===== src/rtl/karatsuba8_pkg.sv =====
// Shared definitions for the 8x8 Karatsuba multiplier control unit and datapath.
//   state_t       : control-unit state encoding (binary, IDLE = 0)
//   MUL_*         : multiplier operand select codes (mul_sel)
//   SS_*          : adder/subtractor operand select codes (ss_sel)
package karatsuba8_pkg;

    typedef enum logic [2:0] {
        ST_IDLE = 3'd0,
        ST_S1   = 3'd1,
        ST_S2   = 3'd2,
        ST_S3   = 3'd3,
        ST_S4   = 3'd4,
        ST_S5   = 3'd5,
        ST_S6   = 3'd6,
        ST_DONE = 3'd7
    } state_t;

    localparam logic [1:0] MUL_LL = 2'b00;  // Xl * Yl
    localparam logic [1:0] MUL_HH = 2'b01;  // Xh * Yh
    localparam logic [1:0] MUL_CD = 2'b10;  // C[4:0] * D

    localparam logic [2:0] SS_XSUM = 3'b000;  // Xh + Xl
    localparam logic [2:0] SS_YSUM = 3'b001;  // Yh + Yl
    localparam logic [2:0] SS_AB   = 3'b010;  // A +/- B
    localparam logic [2:0] SS_CE   = 3'b011;  // C +/- E
    localparam logic [2:0] SS_AB8  = 3'b100;  // A +/- (B << 8)
    localparam logic [2:0] SS_AC4  = 3'b101;  // A +/- (C << 4)

endpackage


===== src/rtl/karatsuba8_uc.sv =====
// Control unit for the 8x8 Karatsuba multiplier datapath.
// Sequences one multiply in seven cycles (S1..S6, DONE):
//   S1 A<-z0, C<-Xh+Xl   S2 B<-z2, D<-Yh+Yl   S3 C<-C*D, E<-z0+z2
//   S4 C<-C-E (z1)       S5 A<-A+(z1<<4)      S6 A<-A+(z2<<8)
// Ports:
//   clk, rst (async, active-low)   start       : multiply request, X/Y valid
//   busy (S1..S6), done (DONE)     x_ld, y_ld  : operand register loads
//   a_ld..e_ld : datapath register loads       sub : subtract select
//   a_sel, c_sel : 0 = multiplier, 1 = adder   mul_sel, ss_sel : operand muxes
// DONE_HOLD = 0 pulses done for one cycle; 1 holds it until the next start.
module karatsuba8_uc
    import karatsuba8_pkg::*;
#(
    parameter bit DONE_HOLD = 1'b0
) (
    input  logic       clk,
    input  logic       rst,
    input  logic       start,
    output logic       busy,
    output logic       done,
    output logic       x_ld,
    output logic       y_ld,
    output logic       a_ld,
    output logic       b_ld,
    output logic       c_ld,
    output logic       d_ld,
    output logic       e_ld,
    output logic       sub,
    output logic       a_sel,
    output logic       c_sel,
    output logic [1:0] mul_sel,
    output logic [2:0] ss_sel
);

    state_t state, state_nx;

    always_ff @(posedge clk or negedge rst) begin
        if (!rst) state <= ST_IDLE;
        else      state <= state_nx;
    end

    always_comb begin
        state_nx = state;
        busy     = 1'b0;
        done     = 1'b0;
        x_ld     = 1'b0;
        y_ld     = 1'b0;
        a_ld     = 1'b0;
        b_ld     = 1'b0;
        c_ld     = 1'b0;
        d_ld     = 1'b0;
        e_ld     = 1'b0;
        sub      = 1'b0;
        a_sel    = 1'b0;
        c_sel    = 1'b0;
        mul_sel  = MUL_LL;
        ss_sel   = SS_XSUM;

        // x_ld/y_ld are Mealy on start; gating with rst keeps every output
        // at its reset value while reset is held, even if start is high.
        if (rst) begin
            unique case (state)
                ST_IDLE: begin
                    if (start) begin
                        x_ld     = 1'b1;
                        y_ld     = 1'b1;
                        state_nx = ST_S1;
                    end
                end
                ST_S1: begin
                    busy     = 1'b1;
                    mul_sel  = MUL_LL;
                    a_sel    = 1'b0;
                    a_ld     = 1'b1;
                    ss_sel   = SS_XSUM;
                    c_sel    = 1'b1;
                    c_ld     = 1'b1;
                    state_nx = ST_S2;
                end
                ST_S2: begin
                    busy     = 1'b1;
                    mul_sel  = MUL_HH;
                    b_ld     = 1'b1;
                    ss_sel   = SS_YSUM;
                    d_ld     = 1'b1;
                    state_nx = ST_S3;
                end
                ST_S3: begin
                    busy     = 1'b1;
                    mul_sel  = MUL_CD;
                    c_sel    = 1'b0;
                    c_ld     = 1'b1;
                    ss_sel   = SS_AB;
                    sub      = 1'b0;
                    e_ld     = 1'b1;
                    state_nx = ST_S4;
                end
                ST_S4: begin
                    busy     = 1'b1;
                    ss_sel   = SS_CE;
                    sub      = 1'b1;
                    c_sel    = 1'b1;
                    c_ld     = 1'b1;
                    state_nx = ST_S5;
                end
                ST_S5: begin
                    busy     = 1'b1;
                    ss_sel   = SS_AC4;
                    a_sel    = 1'b1;
                    a_ld     = 1'b1;
                    state_nx = ST_S6;
                end
                ST_S6: begin
                    busy     = 1'b1;
                    ss_sel   = SS_AB8;
                    a_sel    = 1'b1;
                    a_ld     = 1'b1;
                    state_nx = ST_DONE;
                end
                ST_DONE: begin
                    done = 1'b1;
                    if (start) begin
                        x_ld     = 1'b1;
                        y_ld     = 1'b1;
                        state_nx = ST_S1;
                    end else if (DONE_HOLD) begin
                        state_nx = ST_DONE;
                    end else begin
                        state_nx = ST_IDLE;
                    end
                end
                default: state_nx = ST_IDLE;
            endcase
        end
    end

endmodule


===== config.mk =====
export PLATFORM = sky130hd
export DESIGN_NAME = karatsuba8_uc
export DESIGN_NICKNAME = d
export VERILOG_FILES = /design/src/rtl/karatsuba8_pkg.sv /design/src/rtl/karatsuba8_uc.sv
export SDC_FILE = /design/constraint.sdc
export NUM_CORES = 1
export LEC_CHECK = 0
export ABC_AREA = 1
export CORE_AREA = 3 3 40 42
export DETAILED_ROUTE_END_ITERATION = 7
export DIE_AREA = 0 0 43 45
export PLACE_DENSITY = 0.57
export SLEW_MARGIN = 5
export SYNTH_ARGS = -nofsm -noshare
export SYNTH_HDL_FRONTEND = slang
export SYNTH_SLANG_ARGS = --single-unit

===== constraint.sdc =====
create_clock -name clk -period 2.4 [get_ports clk]
set_clock_uncertainty 0.1 [all_clocks]
set_input_delay 0.36 -clock clk [delete_from_list [all_inputs] [get_ports clk]]
set_output_delay 0.36 -clock clk [all_outputs]
set_load 0.01 [all_outputs]

==> summary.txt, run 1 <==
Synthesis
  – Main combinational cell family by area after synthesis: simple AND/OR/NAND/NOR gates
  – Syn Nets: 56
  – Simple-gate share of the synthesized area: a little over 40%
  – Avg Cell Area, Syn: slightly above 6 µm²
  – Cell area after synthesis: 330.3 µm²
  – Post-synth top area cell: dfrtp_1
  – Synth top area cells: dfrtp_1 23%, nand2_1 17%, nand3_1 11%
  – Top-area cell type share of the netlist area: between 20% and 30%
  – Synth Instances: 53
  – Xor and xnor area share after synthesis: 0%
  – Synth Register Bits: 3
  – Post-synthesis mux area share: 0%
  – Register area share after synthesis: ~23%
  – Area fraction in compound gates after synthesis: about an eighth
  – Synth warn: 0
  – Synth cell types: 15
  – Adder-Cell Fraction of Synth Area: 0%

Global route
  – Vias in the first global route: between 200 and 300
  – Overflow after GRT: 0
  – Global-route wire length before repair: roughly 1100 µm
  – Initial antenna violation count: 0
  – Largest net degree at the start of global routing: 9
  – Total GRT Usage: approximately 7.7%

STA
  – Period minus WS final: ~2.2 ns
  – Hold Vio Cnt, Final: 0
  – Period utilization: between 90% and 100%
  – Fmax: between 400 and 500 MHz
  – Final setup TNS: 0 ns
  – Count of final setup violators: 0
  – Max-slew headroom: between 80% and 90%
  – RSZ-0062 raised after global routing: false
  – Slew @ Worst Pin: 0.2882 ns
  – Final Slew Violations: 0

Detailed routing
  – Iter 0 DRT Violations: 8
  – Post-Route WL: about 750 µm
  – Detailed-route via count: roughly 380
  – DRT Pass-1 Iters: 5
  – DRC: 0
  – Average wire per standard cell: slightly below 9 µm
  – Drt via density: 4.384
  – Antenna Violating Nets Remaining: 0

Finish
  – Largest register FFs: 3
  – Biggest register: state
  – Fin nets: 75
  – Ant diodes: 0
  – Fraction of layout cells with a size suffix above 1: between 10% and 20%
  – Area Growth Syn to Fin: 60.23%
  – Non-filler cells in the finished layout: 86
  – Top Registers: state (3)

Pwr
  – Clk pwr share: around 14%
  – Pwr dens: 1189 nW/µm²
  – P_int: ~0.35 mW
  – Total leakage power: between 0.2 and 0.3 nW
  – Logic pwr share: between 60% and 70%
  – Sequential power share: between 20 and 25%
  – Peak supply drop: slightly above 0.4 mV
  – Sw frac: roughly 44%
  – Switching power: about 0.28 mW

Run status
  – Status: complete, no violations

Clocking
  – Clock tree buffer depth: 2
  – Post-CTS Setup Bufs: 0
  – TritonCTS clock tree: yes
  – Cts bufs inserted: 3
  – Worst-path clk slew: around 0.04 ns
  – Root Buffer: clkbuf_4
  – CTS HTree Levels: 1
  – Clock latency on the worst-skew pair: between 0.2 and 0.25 ns
  – Clock sinks: 3

Placement
  – Gpl congestion: between 0.7 and 0.8
  – PortBufs: 19
  – Placed Instances: 82
  – Hpwl dp: a little over 600 µm

Worst setup path
  – Critical Path Max Stage Delay: 0.55 ns
  – Worst path arrival time: 1.74 ns
  – Delay-heaviest family, CP: buffers and inverters
  – Worst r2r src: state[1]
  – Worst setup SP type: flip-flop
  – Reg2Reg Setup Slack: roughly 1.3 ns
  – Worst R2R Path Depth: 5
  – Worst setup path category: reg -> out
  – CP required: a little under 2 ns
  – Critical Path End Type: output pin
  – Slowest CP cell: clkdlybuf4s50_1
  – Crit path max fanout: 8
  – Critical-path cell list: nand2_1 > inv_1 > nor2_1 > inv_1 > nor2_1 > clkdlybuf4s50_1
  – RR Endpoint: state[0]
  – Critical path buffers and inverters: 3

Die
  – Starting Density: between 20% and 30%
  – Die Width: about 43 µm
  – Die Ht: about 45 µm
  – Top Ports: 20
  – Die area: 1935 µm²
  – CORE AREA: roughly 1300 µm²
  – FP Rows: 13

Run
  – Max-cap violations: 0

Min path
  – Type of the worst min-delay path: in -> async
[worst register-to-register path, delay by kind of cell (launching register included)]
kind,cells,cell delay [ns]
simple gates,5,0.50
flops,1,0.47
[synthesized netlist by cell type (all sizes together)]
cell type	number
a21oi	1
nand3	8
o21ai	1
o31ai	1
inv	9
dfrtp	3
buf	6
o22ai	1
nor2	7
a31o	1
nand2	15
[cells in the final DEF (no fill, tap or decap), types with 3 or more instances in the layout]
cell             netlist  routed
nand3_1                7       7
clkbuf_4               0       3
clkdlybuf4s50_1        0      18
nor2_1                 6       6
dfrtp_1                3       3
nand2_1               15      15
inv_1                  9       9
[cell type report]
cell class                      instances  area [µm²]
Clock buffer                            4       26.28
Fill cell                             151       755.7
Inverter                                9       33.78
Multi-Input combinational cell         35       175.2
Sequential cell                         3       75.07
Tap cell                               15       18.77
Timing Repair Buffer                   20       200.2
[routing by layer]
metal / GRT usage [%] / vias to the layer above / part of all wire, %
met5: 0 / - / 0
met4: 7.229 / 0 / 2.5
met3: 1.594 / 2 / 6.8
met2: 11.68 / 12 / 46
met1: 8.959 / 163 / 44
li1: - / 200 / -
[worst max path at each step]
stage / from / end / slack [ns] / cells after the start
final: state[1] / a_sel / 0.20 / 6
after global routing: state[1] / a_sel / 0.03 / 6
after CTS: rst / c_ld / 0.06 / 4
after detailed placement: rst / c_ld / 0.06 / 4
after global placement: rst / c_ld / 0.07 / 4
after floorplan: state[1] / ss_sel[2] / 0.82 / 7
[cells by family (layout without fill, tap and decap cells)]
logic type,after synthesis,in the layout
AND/OR/NAND/NOR,30,30
AO/OA/AOI/OAI,5,5
buffers and inverters,15,33
flip-flops,3,3
[power by group through the flow]
stage / Sequential [mW] / Combinational, mW / Clock [mW]
2_1_floorplan: 0.104 / 0.281 / 0
3_3_place_gp: 0.131 / 0.419 / 0
3_5_place_dp: 0.128 / 0.418 / 0
4_1_cts: 0.127 / 0.419 / 0.0945
5_1_grt: 0.136 / 0.452 / 0.107
6_report: 0.127 / 0.413 / 0.0894
[per-stage QoR]
step | worst slack [ns] | total power, mW | instance area [µm²] | hold slack (ns) | utilization, %
after floorplan | 0.8210 | 0.3856 | 330.3 | -0.03559 | -
after global placement | 0.07376 | 0.5491 | 500.5 | 0.5231 | 38.95
after detailed placement | 0.06265 | 0.5457 | 500.5 | 0.5196 | 38.95
after CTS | 0.05888 | 0.6401 | 526.8 | 0.4734 | 40.99
after global routing | 0.03025 | 0.6945 | 529.3 | 0.1290 | 41.19
final | 0.2024 | 0.6295 | 529.3 | 0.1076 | 41.19
[repair_timing]
action	in CTS	in global routing
endpoints found under the setup margin	0	1
gates resized for setup	0	1
hold buffers	0	0
Note: power is estimated with default switching activity, not from simulation.
==> run 2, diff against run 1 <==
PLACE_DENSITY = 0.53   (was 0.57)
==> summary.txt, run 2 (same netlist as run 1, synthesis figures left out) <==
Placement
  – Hpwl dp: 641.5 µm (+4.5%)
  – PortBufs: 19 (unchanged)
  – Placed Instances: 82 (unchanged)
  – Placed inst area: 513.0 µm² (+2.5%)
  – Gpl congestion: 0.7019 (-6.3%)

Global route
  – Total GRT Usage: 8.674% (+1.0 points)
  – Initial antenna violation count: 0 (unchanged)
  – Vias in the first global route: 309 (+7.7%)
  – Largest net degree at the start of global routing: 13 (+4)
  – Overflow after GRT: 0 (unchanged)
  – Global-route wire length before repair: 1262 µm (+16%)

Finish
  – Biggest register: state
  – Ant diodes: 0 (unchanged)
  – Most frequent cells in the layout: 18 x clkdlybuf4s50_1, 15 x nand2_1, 9 x inv_1
  – Commonest non-fill, non-tap cell in the layout: clkdlybuf4s50_1
  – Post-route cell area: 541.8 µm² (+2.4%)
  – Area Growth Syn to Fin: 64.02%
  – Top Registers: state (3)
  – Non-filler cells in the finished layout: 86 (unchanged)
  – Largest register FFs: 3 (unchanged)
  – Fin nets: 75 (unchanged)
  – Fraction of layout cells with a size suffix above 1: 12.68% (unchanged)

Worst setup path
  – Worst setup path category: in -> out
  – Critical Path Max Stage Delay: 0.55 ns (about the same)
  – Slowest CP cell: clkdlybuf4s50_1
  – Worst R2R Path Depth: 5 (unchanged)
  – Critical-path cell list: clkdlybuf4s50_1 > buf_12 > nand2_1 > o22ai_1 > clkdlybuf4s50_1
  – Crit path max fanout: 12 (+4)
  – Critical Path End Type: output pin
  – Critical path launch point: rst
  – Most frequent CP cell: clkdlybuf4s50_1
  – Worst path arrival time: 1.84 ns (+0.10 ns)
  – Worst r2r src: state[1]
  – CP required: 1.94 ns (about the same)
  – Worst setup SP type: input port

STA
  – RSZ-0062 raised after global routing: false
  – Hold Vio Cnt, Final: 0 (unchanged)
  – Slew @ Worst Pin: 0.2808 ns (-0.007381 ns)
  – Period utilization: 95.89% (+4.3 points)
  – Count of final setup violators: 0 (unchanged)
  – Fmax: 434.5 MHz (-4.5%)
  – Fin Hold WS: 0.3748 ns (+0.2672 ns)
  – Max-slew headroom: 81.28% (+0.49 points)
  – Final Slew Violations: 0 (unchanged)
  – Period minus WS final: 2.301 ns (+0.1038 ns)
  – Final setup TNS: 0 ns (unchanged)

Die
  – Die Ht: 45 µm (unchanged)
  – Die area: 1935 µm² (unchanged)
  – CORE AREA: 1285 µm² (unchanged)
  – Starting Density: 25.71% (unchanged)
  – Die Width: 43 µm (unchanged)
  – Top Ports: 20 (unchanged)
  – FP Rows: 13 (unchanged)

Clocking
  – Clock latency on the worst-skew pair: 0.23 ns (about the same)
  – TritonCTS clock tree: yes
  – Root Buffer: clkbuf_4
  – CTS HTree Levels: 1 (unchanged)
  – Clock tree buffer depth: 2 (unchanged)
  – Post-CTS Setup Bufs: 0 (unchanged)
  – Worst-path clk slew: 0.04 ns (about the same)
  – Cts bufs inserted: 3 (unchanged)
  – Clock sinks: 3 (unchanged)

Run status
  – Status: complete, no violations

Pwr
  – Total leakage power: 0.2950 nW (+3.7%)
  – Total power: 0.6316 mW (+0.33%)
  – Pwr dens: 1166 nW/µm² (-2.0%)
  – Peak supply drop: 0.4809 mV (+16%)

Detailed routing
  – DRT Pass-1 Iters: 4 (-1)
  – Drt via density: 4.233 (-3.4%)
  – DRC: 0 (unchanged)
  – Average wire per standard cell: 9.081 µm (+3.9%)
  – Detailed-route via count: 364 (-3.4%)
  – Antenna Violating Nets Remaining: 0 (unchanged)
  – Post-Route WL: 781 µm (+3.9%)
  – Iter 0 DRT Violations: 15 (+7)

Run
  – Max-cap violations: 0 (unchanged)

Min path
  – Type of the worst min-delay path: in -> async
-- run 2: cell type report --
cell class              instances  area, µm²
well taps                      15      18.77
flip-flops and latches          3      75.07
multi-input cells              35      175.2
repair buffers                 20      212.7
inverters                       9      33.78
clock buffers                   4      26.28
fillers                       132      743.2
-- run 2: where the power goes --
part,switching [mW],internal (mW),total (mW)
logic,0.203,0.212,0.415
clock network,0.0251,0.0622,0.0873
registers,0.0526,0.0764,0.129
-- run 2: critical path, delay by kind of cell --
family | cells | cell delay (ns)
AOI/OAI and AO/OA | 1 | 0.17
and+or+nand+nor | 1 | 0.09
buffers and inverters | 3 | 1.21
-- run 2: what timing repair did --
action | in CTS | in global routing
hold buffers | 0 | 0
resized for setup | 0 | 1
endpoints found under the setup margin | 0 | 1
-- run 2: metal layers --
layer / share of wire (%) / vias up / global-route usage (%)
li1: - / 199 / -
met1: 48 / 156 / 11.14
met4: 0 / 0 / 5.422
met3: 5.4 / 0 / 3.187
met2: 46 / 9 / 12.28
met5: 0 / - / 0
-- run 2: metrics by stage --
| stage | setup slack [ns] | util, % |
|---|---|---|
| 6_report | 0.09852 | 42.16 |
| 5_1_grt | 0.01011 | 42.16 |
| 4_1_cts | 0.05793 | 41.97 |
| 3_5_place_dp | 0.06301 | 39.92 |
| 3_3_place_gp | 0.05425 | 39.92 |
| 2_1_floorplan | 0.8210 | - |
-- run 2: path summary, 6_finish.rpt --
path / to / slack [ns]
worst max-delay path: ss_sel[0] / 0.1
worst min-delay path: state[0] / 0.37
worst max register to register: state[0] / 1.28
worst min register to register: state[0] / 0.55
max in group asynchronous: state[2] / 1.72
min in group clk: state[0] / 0.55
